[src/rtl/pc_sequencer.sv]
// PC sequencer: owns the program counter and issues PCs to fetch over valid/ready,
// choosing between CLA increment, branch redirect (direct or pending) and halt.

module nbit_CLA_full_adder #(
  parameter int WIDTH = 4
) (
  input  logic [WIDTH-1:0] a,
  input  logic [WIDTH-1:0] b,
  input  logic             cin,
  output logic [WIDTH-1:0] sum,
  output logic             cout
);
  logic [WIDTH-1:0] g;
  logic [WIDTH-1:0] p;
  logic [WIDTH:0]   c;

  genvar gi;
  generate
    for (gi = 0; gi < WIDTH; gi++) begin : g_bit
      assign g[gi]   = a[gi] & b[gi];
      assign p[gi]   = a[gi] ^ b[gi];
      assign sum[gi] = p[gi] ^ c[gi];
    end
  endgenerate

  // Each carry is the flattened lookahead sum-of-products, not a ripple chain.
  always_comb begin
    logic acc;
    logic prod;
    c    = '0;
    c[0] = cin;
    for (int i = 0; i < WIDTH; i++) begin
      acc  = 1'b0;
      prod = 1'b1;
      for (int j = i; j >= 0; j--) begin
        acc  = acc | (prod & g[j]);
        prod = prod & p[j];
      end
      c[i+1] = acc | (prod & cin);
    end
  end

  assign cout = c[WIDTH];
endmodule

module pc_sequencer #(
  parameter int             WIDTH    = 4,
  parameter logic [WIDTH-1:0] STEP     = WIDTH'(1),
  parameter logic [WIDTH-1:0] RESET_PC = '0
) (
  input  logic             clk,
  input  logic             reset,
  input  logic             start,
  input  logic             halt,
  input  logic             br_valid,
  input  logic [WIDTH-1:0] br_target,
  input  logic             fetch_ready,
  output logic [WIDTH-1:0] pc,
  output logic             pc_valid,
  output logic             busy,
  output logic             wrap
);
  typedef enum logic [1:0] {IDLE = 2'd0, ISSUE = 2'd1, DRAIN = 2'd2} state_t;

  state_t           state_q, state_d;
  logic [WIDTH-1:0] pc_q, pc_d;
  logic             pend_valid_q, pend_valid_d;
  logic [WIDTH-1:0] pend_target_q, pend_target_d;
  logic             wrap_q, wrap_d;
  logic [WIDTH-1:0] inc_sum;
  logic             inc_carry;
  logic             accept;

  nbit_CLA_full_adder #(.WIDTH(WIDTH)) u_adder (
    .a    (pc_q),
    .b    (STEP),
    .cin  (1'b0),
    .sum  (inc_sum),
    .cout (inc_carry)
  );

  assign accept = pc_valid & fetch_ready;

  always_ff @(posedge clk or posedge reset) begin
    if (reset) state_q <= IDLE;
    else       state_q <= state_d;
  end

  always_comb begin
    state_d = state_q;
    case (state_q)
      IDLE:    if (start && !halt) state_d = ISSUE;
      ISSUE: begin
        if (halt && accept)       state_d = IDLE;
        else if (halt && !accept) state_d = DRAIN;
      end
      DRAIN:   if (accept) state_d = IDLE;
      default: state_d = IDLE;
    endcase
  end

  always_comb begin
    pc_valid = (state_q == ISSUE) || (state_q == DRAIN);
    busy     = (state_q != IDLE);
  end

  // A live branch beats a pending one; only a plain increment may report wrap.
  always_comb begin
    pc_d          = pc_q;
    pend_valid_d  = pend_valid_q;
    pend_target_d = pend_target_q;
    wrap_d        = 1'b0;
    if (accept) begin
      pend_valid_d = 1'b0;
      if (br_valid) begin
        pc_d = br_target;
      end else if (pend_valid_q) begin
        pc_d = pend_target_q;
      end else begin
        pc_d   = inc_sum;
        wrap_d = inc_carry;
      end
    end else if (br_valid) begin
      pend_valid_d  = 1'b1;
      pend_target_d = br_target;
    end
  end

  always_ff @(posedge clk or posedge reset) begin
    if (reset) begin
      pc_q          <= RESET_PC;
      pend_valid_q  <= 1'b0;
      pend_target_q <= '0;
      wrap_q        <= 1'b0;
    end else begin
      pc_q          <= pc_d;
      pend_valid_q  <= pend_valid_d;
      pend_target_q <= pend_target_d;
      wrap_q        <= wrap_d;
    end
  end

  assign pc   = pc_q;
  assign wrap = wrap_q;
endmodule
[config.mk]
export PLATFORM = sky130hd
export DESIGN_NAME = pc_sequencer
export DESIGN_NICKNAME = d
export VERILOG_FILES = /design/src/rtl/pc_sequencer.sv
export SDC_FILE = /design/constraint.sdc
export NUM_CORES = 1
export LEC_CHECK = 0
export CAP_MARGIN = 20
export CORE_MARGIN = 3
export CORE_UTILIZATION = 48
export DETAILED_ROUTE_END_ITERATION = 16
export PLACE_DENSITY = 0.88
export REMOVE_ABC_BUFFERS = 1
export SYNTH_ARGS = -nofsm -noshare
export SYNTH_HDL_FRONTEND = slang
export SYNTH_HIERARCHICAL = 1
export SYNTH_SLANG_ARGS = --single-unit
[constraint.sdc]
create_clock -name clk -period 2.34 [get_ports clk]
set_clock_uncertainty 0.15 [all_clocks]
set_input_delay 0.585 -clock clk [delete_from_list [all_inputs] [get_ports clk]]
set_output_delay 0.585 -clock clk [all_outputs]
set_load 0.03 [all_outputs]
Yosys cells after proc, flatten, opt, wreduce, memory -nomap -nowiden
Index checks and enable logic that the tools add are counted.
{ "op_classes": {"n_eq_ne": 5, "n_mux": 12, "bitwise": 12, "reduce_logical": 11} }
{ "op_table": {"columns": ["op", "n"], "rows": [
  ["2-bit two-way mux", 4],
  ["4-bit two-way mux", 2],
  ["1-bit AND", 7],
  ["2-bit case mux with 3 select lines", 1],
  ["1-bit two-way mux", 5],
  ["2-bit != test (second input constant)", 2],
  ["2-bit nonzero test", 2],
  ["1-bit logical AND", 3],
  ["3-bit != test (second input constant)", 1],
  ["3-bit AND reduction", 1],
  ["1-bit bitwise XOR", 3],
  ["2-bit by 1-bit == test with 1-bit output (second input constant)", 1],
  ["2-bit == test (second input constant)", 1],
  ["1-bit zero test", 2],
  ["2-bit zero test", 1],
  ["1-bit NOT", 2],
  ["2-bit AND reduction", 1],
  ["1-bit logical OR", 1]
]} }
{ "totals": {"reg_bits": 12, "input_bits": 10, "out_inout_bits": 7, "word_cells": 45} }

Depth between registers and ports, before layout
{ "logic_depth": {"ltp_word": 8, "mapped_depth": 7, "ltp_nobuf": 7} }

Hierarchy
Netlist, hierarchy kept.
{ "by_module_without_submodules": {"columns": ["mod", "instances", "cells_per_inst", "area_each_um2"], "rows": [
  ["pc_sequencer", 1, 57, 636.9],
  ["nbit_CLA_full_adder", 1, 18, 151.4]
]} }

Worst setup path after synthesis
No wires, ideal clock.
{ "synth_path": {"path_kind": "register to register", "from": "register pc_q[1] (netlist: pc[1])", "to": "register pc_q[3] (netlist: pc[3])", "t_arrival_ns": 1.660, "t_required_ns": 2.062, "path_slack_ns": 0.403, "stages_incl_launch_ff": 8, "path_buffers": 0, "synth_period_minus_slack_ns": 1.937, "path_cell_list": "dfrtp_1 -> ha_1 -> o21ai_0 -> o21bai_1 -> xor2_1 -> mux2_2 -> mux2i_1 -> o21ai_0"} }
{ "synth_between": {"elab_chain_cells": 5} }
{ "synth_lines": {"columns": ["item", "line", "source"], "rows": [
  ["start: declaration", "66", "logic [WIDTH-1:0] pc_q, pc_d;"],
  ["start signal: assignment", "136", "pc_q <= pc_d;"],
  ["1-bit AND", "37", "prod = prod & p[j];"],
  ["1-bit AND", "36", "acc = acc | (prod & g[j]);"],
  ["1-bit bitwise XOR", "22", "assign sum[gi] = p[gi] ^ c[gi];"],
  ["net inc_sum[3]", "70", "logic [WIDTH-1:0] inc_sum;"],
  ["4-bit two-way mux", "117", "end else if (pend_valid_q) begin"],
  ["4-bit two-way mux", "115", "if (br_valid) begin"]
]} }
The timed path passes the listed nets, and every way through them passes these cells.
A chain may end at the register's enable or synchronous reset.

Worst setup path in the final report
{ "layout_path": {"from": "register state_q[0]", "to": "output busy"} }
{ "layout_between": {"elab_chain_cells": 1} }
{ "layout_lines": {"columns": ["item", "line", "source"], "rows": [
  ["start: declaration", "65", "state_t state_q, state_d;"],
  ["start signal: assignment", "86", "else state_q <= state_d;"],
  ["2-bit nonzero test", "104", "busy = (state_q != IDLE);"],
  ["end: declaration", "60", "output logic busy,"]
]} }
No other way between the ends.

==> results.py <==
metrics = {
    "clocking": {
        "cts.root.buffer_cell": "clkbuf_4",
        "h-tree-depth": 1,
        "cts_setup_buffers": 0,
        "cts_buffers": 3,
        "clockBufferDepth": 2,
        "cts_tree": "built",
        "cts_sinks": 12,
        "clk-insertion-delay-late_ps": 270,
        "path_clk_slew_ps": 80,
    },
    "logic_synthesis": {
        "async_reset_ff_share_pct": 100,
        "ys.flop_type": "dfrtp_1",
        "yosys_register_bits": 12,
        "synth_cell_types": 27,
        "synth_area_leader_cell": "dfrtp_1",
        "syn-instance-count": 75,
        "yosysWarnings": 6,
        "synth_top_area_share_pct": 38.1,
        "synth_edf_count": 0,
        "avgSynthCellArea_sq_um": 10.5,
        "synth.most_common_cell": "dfrtp_1",
        "synth_commonest_cells": "12 x dfrtp_1, 9 x inv_1, 8 x mux2_2, 7 x ha_1, 6 x nand2_1",
        "yosysSeqAreaShare_pct": 38.1,
        "synth_area_leaders": "dfrtp_1 38%, mux2_2 11%, ha_1 11%",
        "synth_area_sq_um": 788,
    },
    "global_route": {
        "grt_util_met1_pct": 19.5,
        "grt_antenna_before_repair": 0,
        "global_route.usage.total_pct": 17.6,
        "globalRouteMet3Util_pct": 2.34,
        "globalRouteOverflowTotal": 0,
        "met2_usage_pct": 31.3,
        "grt_first_pass_wirelength_um": 2620,
        "top_usage_layer": "met2",
        "grt_max_degree": 13,
        "grt_pass1_vias": 622,
    },
    "setup_path": {
        "cp_slowest_cell": "dlygate4sd2_1",
        "cp_slowest_stage_delay_ps": 400,
        "regToRegStartpoint": "pc[1]",
        "arrival_ps": 1490,
        "reg2regPathDepth": 7,
        "crit_path_frequent_cell": "inv_1",
        "reg2reg_slack_ps": 370,
        "endpoint_kind": "output pin",
        "critical_path_class": "reg -> out",
        "startpoint_type": "flop",
        "reg2reg_to": "pc[3]",
        "worstPathRequired_ps": 1600,
        "crit_path_cell_trace": "inv_1 > ha_1 > inv_1 > dlygate4sd2_1",
        "cp_max_fo": 3,
    },
    "power": {
        "pwr-share-seq_pct": 29.4,
        "comb_power_share_pct": 56.6,
        "swShare_pct": 41.6,
        "p_per_area_mw_per_mm2": 1170,
        "ir_drop_mv": 0.688,
        "leakagePower_uw": 0.000512,
        "p_switching_uw": 498,
        "p_int_uw": 700,
        "pwr-share-clk_pct": 14.0,
    },
    "die": {
        "dieArea_sq_mm": 0.00216,
        "initial_core_util_pct": 51.7,
        "coreArea_sq_mm": 0.00152,
        "ios": 17,
        "fp.dieH_um": 46.5,
        "row_count": 14,
        "die_width_um": 46.5,
    },
    "placed_design": {
        "numPortBuffers": 16,
        "pre_cts_slack_ps": 163,
        "dp_hpwl_um": 1250,
        "placed_area_sq_um": 990,
        "gp_congestion": 0.698,
    },
    "sta": {
        "fmax_mhz": 450,
        "finalSetupViolations": 0,
        "final_max_slew_viol_count": 0,
        "setup_tns_ps": 0,
        "hold_violations": 0,
        "fin_crit_ps": 2220,
        "post-route-period-util_pct": 95.1,
        "rsz0062_at_grt": "false",
        "setup_ws_ps": 116,
    },
    "final_layout": {
        "nets": 119,
        "syn2layout_area_growth_pct": 29.8,
        "drive_gt1_share_pct": 17.0,
        "n_antenna_cell": 0,
        "stdcell_area_sq_mm": 0.00102,
        "fill_cells": 128,
    },
    "route": {
        "drtIter0Drc": 15,
        "avgViaCountPerCell": 5.31,
        "ant_nets": 0,
        "wire_per_inst_um": 13.4,
        "drcViolationCount": 0,
        "finalWirelength_um": 1550,
        "via_count": 616,
        "first_pass_iters": 4,
    },
    "hold_path": {
        "hold_depth": 1,
        "min-delay-path-class": "reg -> reg",
        "worstHoldStart": "pend_target_q[3]",
        "holdPathEnd": "pend_target_q[3]",
    },
    "job": {
        "drv_cap": 0,
    },
    "status": {
        "status": "completed",
    },
}
[worst max-delay path by stage]
stage	slack [ps]	end	startpoint	cells after the start
after floorplan	400	pc[3]	pc[1]	7
after global placement	210	pc_valid	state_q[0]	3
after detailed placement	160	pc_valid	state_q[0]	3
after global routing	50	busy	state_q[0]	4
after CTS	130	pc_valid	state_q[0]	3
final	120	busy	state_q[0]	4
[cells by family after synthesis]
family | count (synthesis) | share of synthesized area, %
and+or+nand+nor | 14 | 9.36
muxes | 12 | 16.5
buffers and inverters | 11 | 5.87
adders and majority gates | 8 | 13.7
AOI/OAI and AO/OA | 13 | 12.2
xor gates and xnor gates | 3 | 3.33
DFF | 12 | 38.1
other | 2 | 0.953
[metal layers]
metal  vias up  share of wire, %  routed length [um]
li1        302                 -                   -
met1       284                39                 606
met2        26                54                 832
met3         4               4.6                  72
met4         0               2.6                  40
met5         -                 0                   0
[placed cells by master (no fill, tap or decap)]
cell,count
xor2_1,2
nand2b_4,1
xnor2_1,1
nand2_1,6
fa_1,1
inv_1,9
clkbuf_4,3
conb_1,7
and3_1,1
a211oi_2,1
buf_4,2
nor3_1,1
a21o_1,1
nor4b_1,1
o21a_1,1
clkdlybuf4s50_1,14
nor2_1,3
ha_1,7
clkbuf_8,1
mux2i_1,4
a2111oi_0,1
a22o_1,1
mux2_2,8
nand2_2,1
dlygate4sd2_1,2
o21ai_0,5
o21bai_1,1
a221o_1,1
dfrtp_1,12
a211o_1,1
[state kept, by name, indices dropped and copies added, names as in the netlist]
register / cells
pc: 4
pend_target_q: 4
wrap: 1
state_q: 2
pend_valid_q: 1
[worst max-delay path: cells and delay by family, from the launching register on]
| kind | cells | cell delay (ps) |
|---|---|---|
| adders and majority gates | 1 | 240 |
| buffers and inverters | 3 | 590 |
| DFF | 1 | 380 |
[metrics by stage]
stage	hold WS, ps	util [%]	instances	total power [uW]
floorplan	300	-	78	823
global placement	334	64.9	112	1010
detailed placement	341	64.9	112	1050
CTS	361	67.2	116	1200
global route	378	67.2	116	1290
finish	359	67.2	116	1200
[area by class of cell]
class                      instances  area, sq um  share of cell area, %
multi-input combinational         57          460                   45.0
sequential                        12          300                   29.3
timing repair buffer              18          173                   16.9
clock buffer                       4         36.3                   3.55
inverter                           9         33.8                   3.30
tap                               16         20.0                   1.96
[what timing repair did]
item / CTS / global route
hold buffers: 0 / 0
setup endpoints to repair: 2 / 0
gates resized for setup: 2 / 0
endpoints found under the hold margin: 0 / 0
[power groups by stage]
stage	sequential, uW	combinational (uW)	clock (uW)
6_report	352	679	168
5_1_grt	361	751	179
4_1_cts	352	682	170
3_5_place_dp	355	690	0
3_3_place_gp	350	658	0
2_1_floorplan	408	415	0
Note: power is estimated with default switching activity, not from simulation.
